==> src/rtl/imm_ext_pkg.sv <==
// Mode encodings for the immediate extender, shared with the control unit.
package imm_ext_pkg;

  typedef enum logic [1:0] {
    MODE_ZERO   = 2'd0,
    MODE_SIGN   = 2'd1,
    MODE_LUI    = 2'd2,
    MODE_BRANCH = 2'd3
  } mode_e;

  localparam int MODE_W  = 2;
  localparam int COUNT_W = 16;

endpackage

==> src/rtl/imm_ext_core.sv <==
// Combinational immediate extender: zero, sign, LUI shift, branch-offset shift.
// No latency, no state; backpressure is handled by the enclosing pipe.
module imm_ext_core
  import imm_ext_pkg::*;
#(
  parameter int IN_W   = 16,
  parameter int OUT_W  = 32,
  parameter int LUI_SH = 16,
  parameter int BR_SH  = 2
) (
  input  logic [IN_W-1:0]   imm,
  input  logic [MODE_W-1:0] mode,
  output logic [OUT_W-1:0]  ext
);

  if (OUT_W < IN_W + 2) begin : g_bad_out_w
    $error("imm_ext_core: OUT_W must be at least IN_W+2");
  end
  if (LUI_SH + IN_W > OUT_W) begin : g_bad_lui_sh
    $error("imm_ext_core: LUI_SH+IN_W must not exceed OUT_W");
  end

  logic [OUT_W-1:0] zext;
  logic [OUT_W-1:0] sext;

  assign zext = {{(OUT_W-IN_W){1'b0}}, imm};
  assign sext = {{(OUT_W-IN_W){imm[IN_W-1]}}, imm};

  // Shifts are evaluated at OUT_W, so bits pushed past the top are dropped.
  always_comb begin
    ext = zext;
    case (mode_e'(mode))
      MODE_ZERO:   ext = zext;
      MODE_SIGN:   ext = sext;
      MODE_LUI:    ext = zext << LUI_SH;
      MODE_BRANCH: ext = sext << BR_SH;
      default:     ext = zext;
    endcase
  end

endmodule

==> src/rtl/imm_ext_pipe.sv <==
// Registered immediate extender behind valid/ready with a 2-entry skid buffer.
// Latency 1 cycle; in_ready comes straight from the skid flag, never from out_ready.
module imm_ext_pipe
  import imm_ext_pkg::*;
#(
  parameter int IN_W   = 16,
  parameter int OUT_W  = 32,
  parameter int LUI_SH = 16,
  parameter int BR_SH  = 2
) (
  input  logic                clk,
  input  logic                reset,
  input  logic                in_valid,
  output logic                in_ready,
  input  logic [IN_W-1:0]     in_imm,
  input  logic [MODE_W-1:0]   in_mode,
  output logic                out_valid,
  input  logic                out_ready,
  output logic [OUT_W-1:0]    out_data,
  output logic [MODE_W-1:0]   out_mode,
  output logic [COUNT_W-1:0]  ext_count
);

  logic [OUT_W-1:0]  ext;
  logic              skid_valid;
  logic [OUT_W-1:0]  skid_data;
  logic [MODE_W-1:0] skid_mode;
  logic              accept;
  logic              deliver;

  imm_ext_core #(
    .IN_W   (IN_W),
    .OUT_W  (OUT_W),
    .LUI_SH (LUI_SH),
    .BR_SH  (BR_SH)
  ) u_core (
    .imm  (in_imm),
    .mode (in_mode),
    .ext  (ext)
  );

  assign in_ready = ~skid_valid;
  assign accept   = in_valid & in_ready;
  assign deliver  = out_valid & out_ready;

  always_ff @(posedge clk) begin
    if (reset) begin
      out_valid  <= 1'b0;
      out_data   <= '0;
      out_mode   <= '0;
      skid_valid <= 1'b0;
      skid_data  <= '0;
      skid_mode  <= '0;
      ext_count  <= '0;
    end else begin
      if (deliver) begin
        ext_count <= ext_count + 16'd1;
      end
      // Accept cannot coincide with a full skid, so the branches are exclusive.
      if (skid_valid && deliver) begin
        out_data   <= skid_data;
        out_mode   <= skid_mode;
        skid_valid <= 1'b0;
      end else if (accept && (!out_valid || deliver)) begin
        out_data  <= ext;
        out_mode  <= in_mode;
        out_valid <= 1'b1;
      end else if (accept) begin
        skid_data  <= ext;
        skid_mode  <= in_mode;
        skid_valid <= 1'b1;
      end else if (deliver) begin
        out_valid <= 1'b0;
      end
    end
  end

endmodule

==> config.mk <==
export PLATFORM = sky130hd
export DESIGN_NAME = imm_ext_pipe
export DESIGN_NICKNAME = d
export VERILOG_FILES = /design/src/rtl/imm_ext_pkg.sv /design/src/rtl/imm_ext_core.sv /design/src/rtl/imm_ext_pipe.sv
export SDC_FILE = /design/constraint.sdc
export NUM_CORES = 1
export LEC_CHECK = 0
export CAP_MARGIN = 20
export CORE_ASPECT_RATIO = 1.5
export CORE_MARGIN = 10
export CORE_UTILIZATION = 51
export DETAILED_ROUTE_END_ITERATION = 12
export MAX_ROUTING_LAYER = met4
export PLACE_DENSITY = 0.79
export REMOVE_ABC_BUFFERS = 1
export SKIP_CTS_REPAIR_TIMING = 1
export SYNTH_ARGS = -nofsm -noshare
export SYNTH_HDL_FRONTEND = slang
export SYNTH_SLANG_ARGS = --single-unit
==> constraint.sdc <==
create_clock -name clk -period 1.65 [get_ports clk]
set_input_delay 0.33 -clock clk [delete_from_list [all_inputs] [get_ports clk]]
set_output_delay 0.33 -clock clk [all_outputs]
set_load 0.03 [all_outputs]
==> results of run 1 <==
through the flow:
stage / util (%) / hold slack, ns / instances
finish: 71.3 / 0.410 / 623
global route: 71.3 / 0.429 / 623
CTS: 67.8 / 0.363 / 620
detailed placement: 65.2 / 0.447 / 604
global placement: 65.2 / 0.442 / 604
floorplan: - / 0.399 / 397
worst max path at each step:
stage | from | end | cells after the start
after floorplan | out_valid | skid_data[31] | 4
after global placement | in_mode[0] | out_data[21] | 5
after detailed placement | in_mode[1] | out_data[18] | 5
after CTS | out_valid | out_valid | 1
after global routing | ext_count[4] | ext_count[15] | 4
final | ext_count[4] | ext_count[15] | 4
worst max-delay path: cells and delay by family (launching register included):
kind / cells / cell delay [ns]
and+or+nand+nor: 3 / 0.80
DFF: 1 / 0.38
muxes: 1 / 0.32
routing by layer:
layer | GRT usage, % | vias up | wire length, µm
li1 | - | 1701 | -
met3 | 4.58 | 18 | 590
met4 | 8.69 | 0 | 177
met5 | - | - | 0
met1 | 20.1 | 1662 | 4440
met2 | 28.6 | 112 | 5280
power groups by stage:
stage                     combinational [mW]  clock (mW)  sequential (mW)
after floorplan                        0.260           0             2.40
after global placement                 0.729           0             2.28
after detailed placement               0.743           0             2.28
after CTS                              0.746        1.41             2.23
after global routing                   0.833        1.51             2.24
final                                  0.777        1.40             2.23
state kept, by name, indices dropped and copies added, names as in the netlist:
signal	count
out_mode	2
out_valid	1
out_data	32
skid_valid	1
skid_data	32
skid_mode	2
ext_count	16
placed cells by master (no fill, tap or decap), types with 3 or more instances in the layout:
| master | Yosys | layout |
|---|---|---|
| a211oi_1 | 31 | 31 |
| a21oi_1 | 44 | 35 |
| a21oi_2 | 0 | 9 |
| a22o_1 | 28 | 28 |
| a311oi_1 | 4 | 4 |
| a31o_2 | 3 | 3 |
| and2_1 | 1 | 3 |
| and2b_1 | 3 | 3 |
| and4_1 | 3 | 3 |
| buf_12 | 0 | 4 |
| buf_4 | 1 | 30 |
| clkbuf_8 | 0 | 12 |
| clkdlybuf4s50_1 | 0 | 18 |
| clkinv_2 | 0 | 4 |
| dfxtp_1 | 86 | 83 |
| dlymetal6s2s_1 | 0 | 54 |
| inv_1 | 6 | 6 |
| nand2_1 | 51 | 51 |
| nand3_1 | 3 | 3 |
| nand4_1 | 4 | 4 |
| nor2_1 | 48 | 48 |
| nor2b_1 | 13 | 12 |
| nor2b_4 | 1 | 3 |
| o21ai_0 | 31 | 30 |
| or3_1 | 3 | 3 |
| xnor2_1 | 4 | 4 |
| xor2_1 | 5 | 5 |
cells by family after synthesis:
family | Yosys count | share of synthesized area (%)
and+or+nand+nor | 148 | 19.6
AOI/OAI and AO/OA | 144 | 25.4
DFF | 86 | 46.2
buffers and inverters | 41 | 5.51
xor gates and xnor gates | 9 | 2.12
muxes | 3 | 0.839
adders and majority gates | 1 | 0.336
cell type report:
class	instances	area (µm²)	share of cell area (%)
Clock buffer	12	165	3.23
Clock inverter	4	20.0	0.391
Inverter	6	22.5	0.440
Multi-Input combinational cell	307	1880	36.7
Sequential cell	86	1730	33.8
Tap cell	100	125	2.44
Timing Repair Buffer	108	1180	23.0
==> impl_metrics.env, run 1 <==
export IMPL_area_delta_synth_final_pct=37.3
export IMPL_drt_iter0_drc=214
export IMPL_synth_edf_count=0
export IMPL_worstHoldStart="reset"
export IMPL_overflow=0
export IMPL_synth_top_cell_by_area="dfxtp_1"
export IMPL_dieArea_mm2=0.0112
export IMPL_p_total_mw=4.41
export IMPL_synth_commonest_cells="dfxtp_1 (86), nand2_1 (51), nor2_1 (48)"
export IMPL_crit_chain="nand4_1 -> nor4_4 -> nor3b_2 -> mux2_1"
export IMPL_cts_made_buffers=9
export IMPL_clock_sinks=86
export IMPL_reg2reg_slack_ns=0.03
export IMPL_netlist_area_mm2=0.00373
export IMPL_drive_above_1_share_pct=15.1
export IMPL_hold_violations=0
export IMPL_ir_worst_vdd_mv=0.546
export IMPL_place_gp_congestion=0.830
export IMPL_fmax_ghz=0.618
export IMPL_maxCapViolCount=0
export IMPL_synth_seq_cells=86
export IMPL_yosysSeqAreaShare_pct=46.2
export IMPL_reg2reg_depth=4
export IMPL_start_kind="flop"
export IMPL_clock_skew_ns=0.00664
export IMPL_yosysTopAreaCellShare_pct=46.2
export IMPL_grt_pass1_wl_um=16400
export IMPL_synth_main_ff_cell="dfxtp_1"
export IMPL_netlist_instances=432
export IMPL_p_leak_nw=2.67
export IMPL_place_hpwl_um=6860
export IMPL_clk_pin_slew_ns=0.08
export IMPL_grt_antenna_before_repair=0
export IMPL_die_w_um=89.8
export IMPL_hold_path_end="ext_count[2]"
export IMPL_critPathKind="reg2reg"
export IMPL_ys_warn_count=0
export IMPL_dp_worst_setup_slack_ns=-0.584
export IMPL_ant_nets=0
export IMPL_yosys_top_cells_area="dfxtp_1 (46%), a22o_1 (6.6%), a211oi_1 (6.2%)"
export IMPL_hold_depth=2
export IMPL_yosysMostFrequentCell="dfxtp_1"
export IMPL_dr_pass1_iters=4
export IMPL_coreArea_mm2=0.00718
export IMPL_worstReg2RegEnd="ext_count[15]"
export IMPL_fin_setup_tns_ns=0
export IMPL_clk_path_buf_depth=2
export IMPL_power_switching_share_pct=28.4
export IMPL_setup_ws_ns=0.0328
export IMPL_start_util_pct=51.9
export IMPL_pwr_share_clk_pct=31.8
export IMPL_yosysUniqueCellTypes=42
export IMPL_wl_per_cell_um=16.8
export IMPL_critPathMaxStageDelay_ns=0.38
export IMPL_routed_wl_um=10500
export IMPL_end_kind="flop"
export IMPL_grt_max_degree=47
export IMPL_ioPinCount=74
export IMPL_p_sw_mw=1.25
export IMPL_grt_pass1_vias=3429
export IMPL_insertion_delay_ns=0.36
export IMPL_reg2reg_from="ext_count[4]"
export IMPL_p_comb_share_pct=17.6
export IMPL_dieHeight_um=125
export IMPL_nFillCells=551
export IMPL_drc=0
export IMPL_final_max_slew_viol_count=0
export IMPL_routed_via_density=5.61
export IMPL_min_period_ns=1.62
export IMPL_share_seq_of_total_power_pct=50.6
export IMPL_diodes=0
export IMPL_cts_tree="yes"
export IMPL_critPathRequiredTime_ns=1.90
export IMPL_rows=38
export IMPL_outcome="completed"
export IMPL_post_route_period_util_pct=98.0
export IMPL_place_area_mm2=0.00468
export IMPL_design_area_mm2=0.00512
export IMPL_worst_pin_slew_ns=0.486
export IMPL_cts_max_level=3
export IMPL_finish_net_count=541
export IMPL_arrival_ns=1.87
export IMPL_worst_path_max_fanout=6
export IMPL_syn_area_per_cell_um2=8.63
export IMPL_cts_root_buf="clkbuf_8"
export IMPL_setup_viol=0
export IMPL_async_flop_share_pct=0
export IMPL_hp_class="in2reg"
export IMPL_port_buffers=73
export IMPL_p_int_mw=3.16
export IMPL_crit_slowest_cell="dfxtp_4"
export IMPL_vias=3493
export IMPL_powerDensity_mw_per_mm2=862
export IMPL_gr_usage_all_layers_pct=17.8
export IMPL_relSlewSlack_pct=67.6
export IMPL_rsz0062_at_grt="yes"
Note: power is estimated with default switching activity, not from simulation.
==> run 2, diff against run 1 <==
--- a/config.mk
+++ b/config.mk
@@ -8,10 +8,12 @@
 export CAP_MARGIN = 20
 export CORE_ASPECT_RATIO = 1.5
 export CORE_MARGIN = 10
-export CORE_UTILIZATION = 51
+export CORE_UTILIZATION = 50
+export CTS_BUF_LIST = sky130_fd_sc_hd__clkbuf_4 sky130_fd_sc_hd__clkbuf_8
 export DETAILED_ROUTE_END_ITERATION = 12
+export GPL_ROUTABILITY_DRIVEN = 1
 export MAX_ROUTING_LAYER = met4
-export PLACE_DENSITY = 0.79
+export PLACE_DENSITY = 0.78
 export REMOVE_ABC_BUFFERS = 1
 export SKIP_CTS_REPAIR_TIMING = 1
 export SYNTH_ARGS = -nofsm -noshare
==> run 2 against run 1 <==
  * Sequential share of layout area about the same
  * Sequential power about the same
  * Highest routed layer unchanged
  * Core utilization is 0.54 points lower
  * Register-to-register slack improved by 0.07 ns
  * Critical endpoint is now skid_data[5]
  * Fmax up 0.94%
  * Non-clock buffer count grew 6
  * First-iteration DRC count decreased by 15%
==> impl_metrics.env, run 2 (synthesized netlist as in run 1, its figures left out) <==
export IMPL_outcome="completed"
export IMPL_powerDensity_mw_per_mm2=876
export IMPL_crit_slowest_cell="clkdlybuf4s50_1"
export IMPL_overflow=0
export IMPL_clock_skew_ns=0.00906
export IMPL_relSlewSlack_pct=68.0
export IMPL_drt_iter0_drc=182
export IMPL_fmax_ghz=0.624
export IMPL_hold_violations=0
export IMPL_setup_ws_ns=0.0478
export IMPL_utilization_pct=70.7
export IMPL_ir_worst_vdd_mv=0.927
export IMPL_final_common_cell="dfxtp_1"
export IMPL_ant_nets=0
export IMPL_hold_depth=2
export IMPL_dr_pass1_iters=5
export IMPL_reg2reg_slack_ns=0.10
export IMPL_dieArea_mm2=0.0114
export IMPL_clk_path_buf_depth=2
export IMPL_fin_setup_tns_ns=0
export IMPL_drive_above_1_share_pct=14.6
export IMPL_critPathRequiredTime_ns=1.91
export IMPL_maxCapViolCount=0
export IMPL_dp_worst_setup_slack_ns=-0.442
export IMPL_seq_area_mm2=0.00172
export IMPL_p_leak_nw=2.66
export IMPL_port_buffers=73
export IMPL_design_area_mm2=0.00511
export IMPL_worstHoldStart="reset"
export IMPL_clk_pin_slew_ns=0.08
export IMPL_gr_usage_all_layers_pct=17.3
export IMPL_finish_net_count=547
export IMPL_routed_via_density=5.56
export IMPL_dieHeight_um=126
export IMPL_cts_made_buffers=9
export IMPL_critPathKind="in2reg"
export IMPL_grt_antenna_before_repair=0
export IMPL_rows=38
export IMPL_largestRegisters="out_data (32), skid_data (32), ext_count (16)"
export IMPL_hold_path_end="ext_count[8]"
export IMPL_multiInputGateArea_mm2=0.00185
export IMPL_post_route_period_util_pct=97.1
export IMPL_grt_pass1_wl_um=16200
export IMPL_routed_wl_um=10100
export IMPL_place_area_mm2=0.00471
export IMPL_wl_per_cell_um=16.1
export IMPL_cp_num_buf_inv=4
export IMPL_setup_viol=0
export IMPL_clock_sinks=86
export IMPL_crit_chain="clkdlybuf4s50_1 -> buf_4 -> buf_4 -> nor3_4 -> buf_12 -> nor2_1 -> a211oi_1"
export IMPL_grt_pass1_vias=3514
export IMPL_start_kind="input pin"
export IMPL_place_hpwl_um=6940
export IMPL_worstReg2RegEnd="ext_count[15]"
export IMPL_arrival_ns=1.87
export IMPL_reg2reg_from="ext_count[8]"
export IMPL_diodes=0
export IMPL_worst_pin_slew_ns=0.480
export IMPL_area_delta_synth_final_pct=37.2
export IMPL_vias=3495
export IMPL_final_cell_mix="dfxtp_1 (84), dlymetal6s2s_1 (52), nand2_1 (51), nor2_1 (48), a21oi_1 (44)"
export IMPL_rsz0062_at_grt="yes"
export IMPL_cpLargestDelayFamily="buffers and inverters"
export IMPL_end_kind="flop"
export IMPL_start_util_pct=51.6
export IMPL_final_max_slew_viol_count=0
export IMPL_hp_class="in2reg"
export IMPL_coreArea_mm2=0.00723
export IMPL_die_w_um=90.5
export IMPL_dpl_cell_count=609
export IMPL_grt_max_degree=46
export IMPL_ioPinCount=74
export IMPL_insertion_delay_ns=0.35
export IMPL_reg2reg_depth=4
export IMPL_nFillCells=570
export IMPL_place_gp_congestion=0.871
export IMPL_worst_path_max_fanout=45
export IMPL_cts_root_buf="clkbuf_8"
export IMPL_critPathMaxStageDelay_ns=0.45
export IMPL_cts_tree="yes"
export IMPL_cp_common_cell="buf_4"
export IMPL_drc=0
export IMPL_instances_no_fill=629
export IMPL_min_period_ns=1.60
export IMPL_cts_max_level=3
## run 2: changes by cell type in the layout (fill, tap and decap cells not counted), moves of 2 or more
cell | before | now
and2_0 | 0 | 2
clkdlybuf4s50_1 | 18 | 20
and2_1 | 3 | 1
a211oi_1 | 31 | 28
a21oi_1 | 35 | 44
buf_4 | 30 | 39
buf_12 | 4 | 2
a211oi_2 | 0 | 3
a21oi_2 | 9 | 0
dlymetal6s2s_1 | 54 | 52
clkbuf_8 | 12 | 10
## run 2: worst reg2reg max path: cells and delay by family (launching register included)
kind	cells	cell delay (ns)
muxes	1	0.33
DFF	1	0.44
and+or+nand+nor	3	0.67
## run 2: worst max-delay path by stage
stage	startpoint	end	slack (ns)	cells past startpoint
floorplan	out_valid	skid_data[31]	-1.33	4
global placement	out_ready	out_data[26]	-0.40	5
detailed placement	out_ready	out_data[10]	-0.44	5
CTS	skid_valid	in_ready	-0.28	2
global route	out_ready	skid_data[17]	-0.03	7
finish	out_ready	skid_data[5]	0.05	7
## run 2: cell type report
| type | instances | share of cell area [%] |
|---|---|---|
| Multi-Input combinational cell | 307 | 36.2 |
| Sequential cell | 86 | 33.7 |
| Timing Repair Buffer | 114 | 23.3 |
| Clock buffer | 10 | 2.69 |
| Tap cell | 100 | 2.45 |
| Clock inverter | 6 | 1.20 |
| Inverter | 6 | 0.441 |
## run 2: power by group
group | switching, mW | internal [mW]
logic | 0.439 | 0.325
clock network | 0.749 | 0.735
registers | 0.0585 | 2.17
total | 1.25 | 3.23
## run 2: stage by stage
step	hold slack [ns]	power [mW]
after CTS	0.345	4.50
final	0.403	4.48
after global routing	0.404	4.68
after global placement	0.442	3.01
after detailed placement	0.447	3.03
after floorplan	0.399	2.66
## run 2: metal layers
layer  part of all wire, %  GRT usage, %  vias to the layer above
met5                     0             -                        -
met4                   2.5          8.65                        0
met3                   4.9          4.40                       20
met2                    50          28.3                      100
met1                    43          19.2                     1656
li1                      -             -                     1719
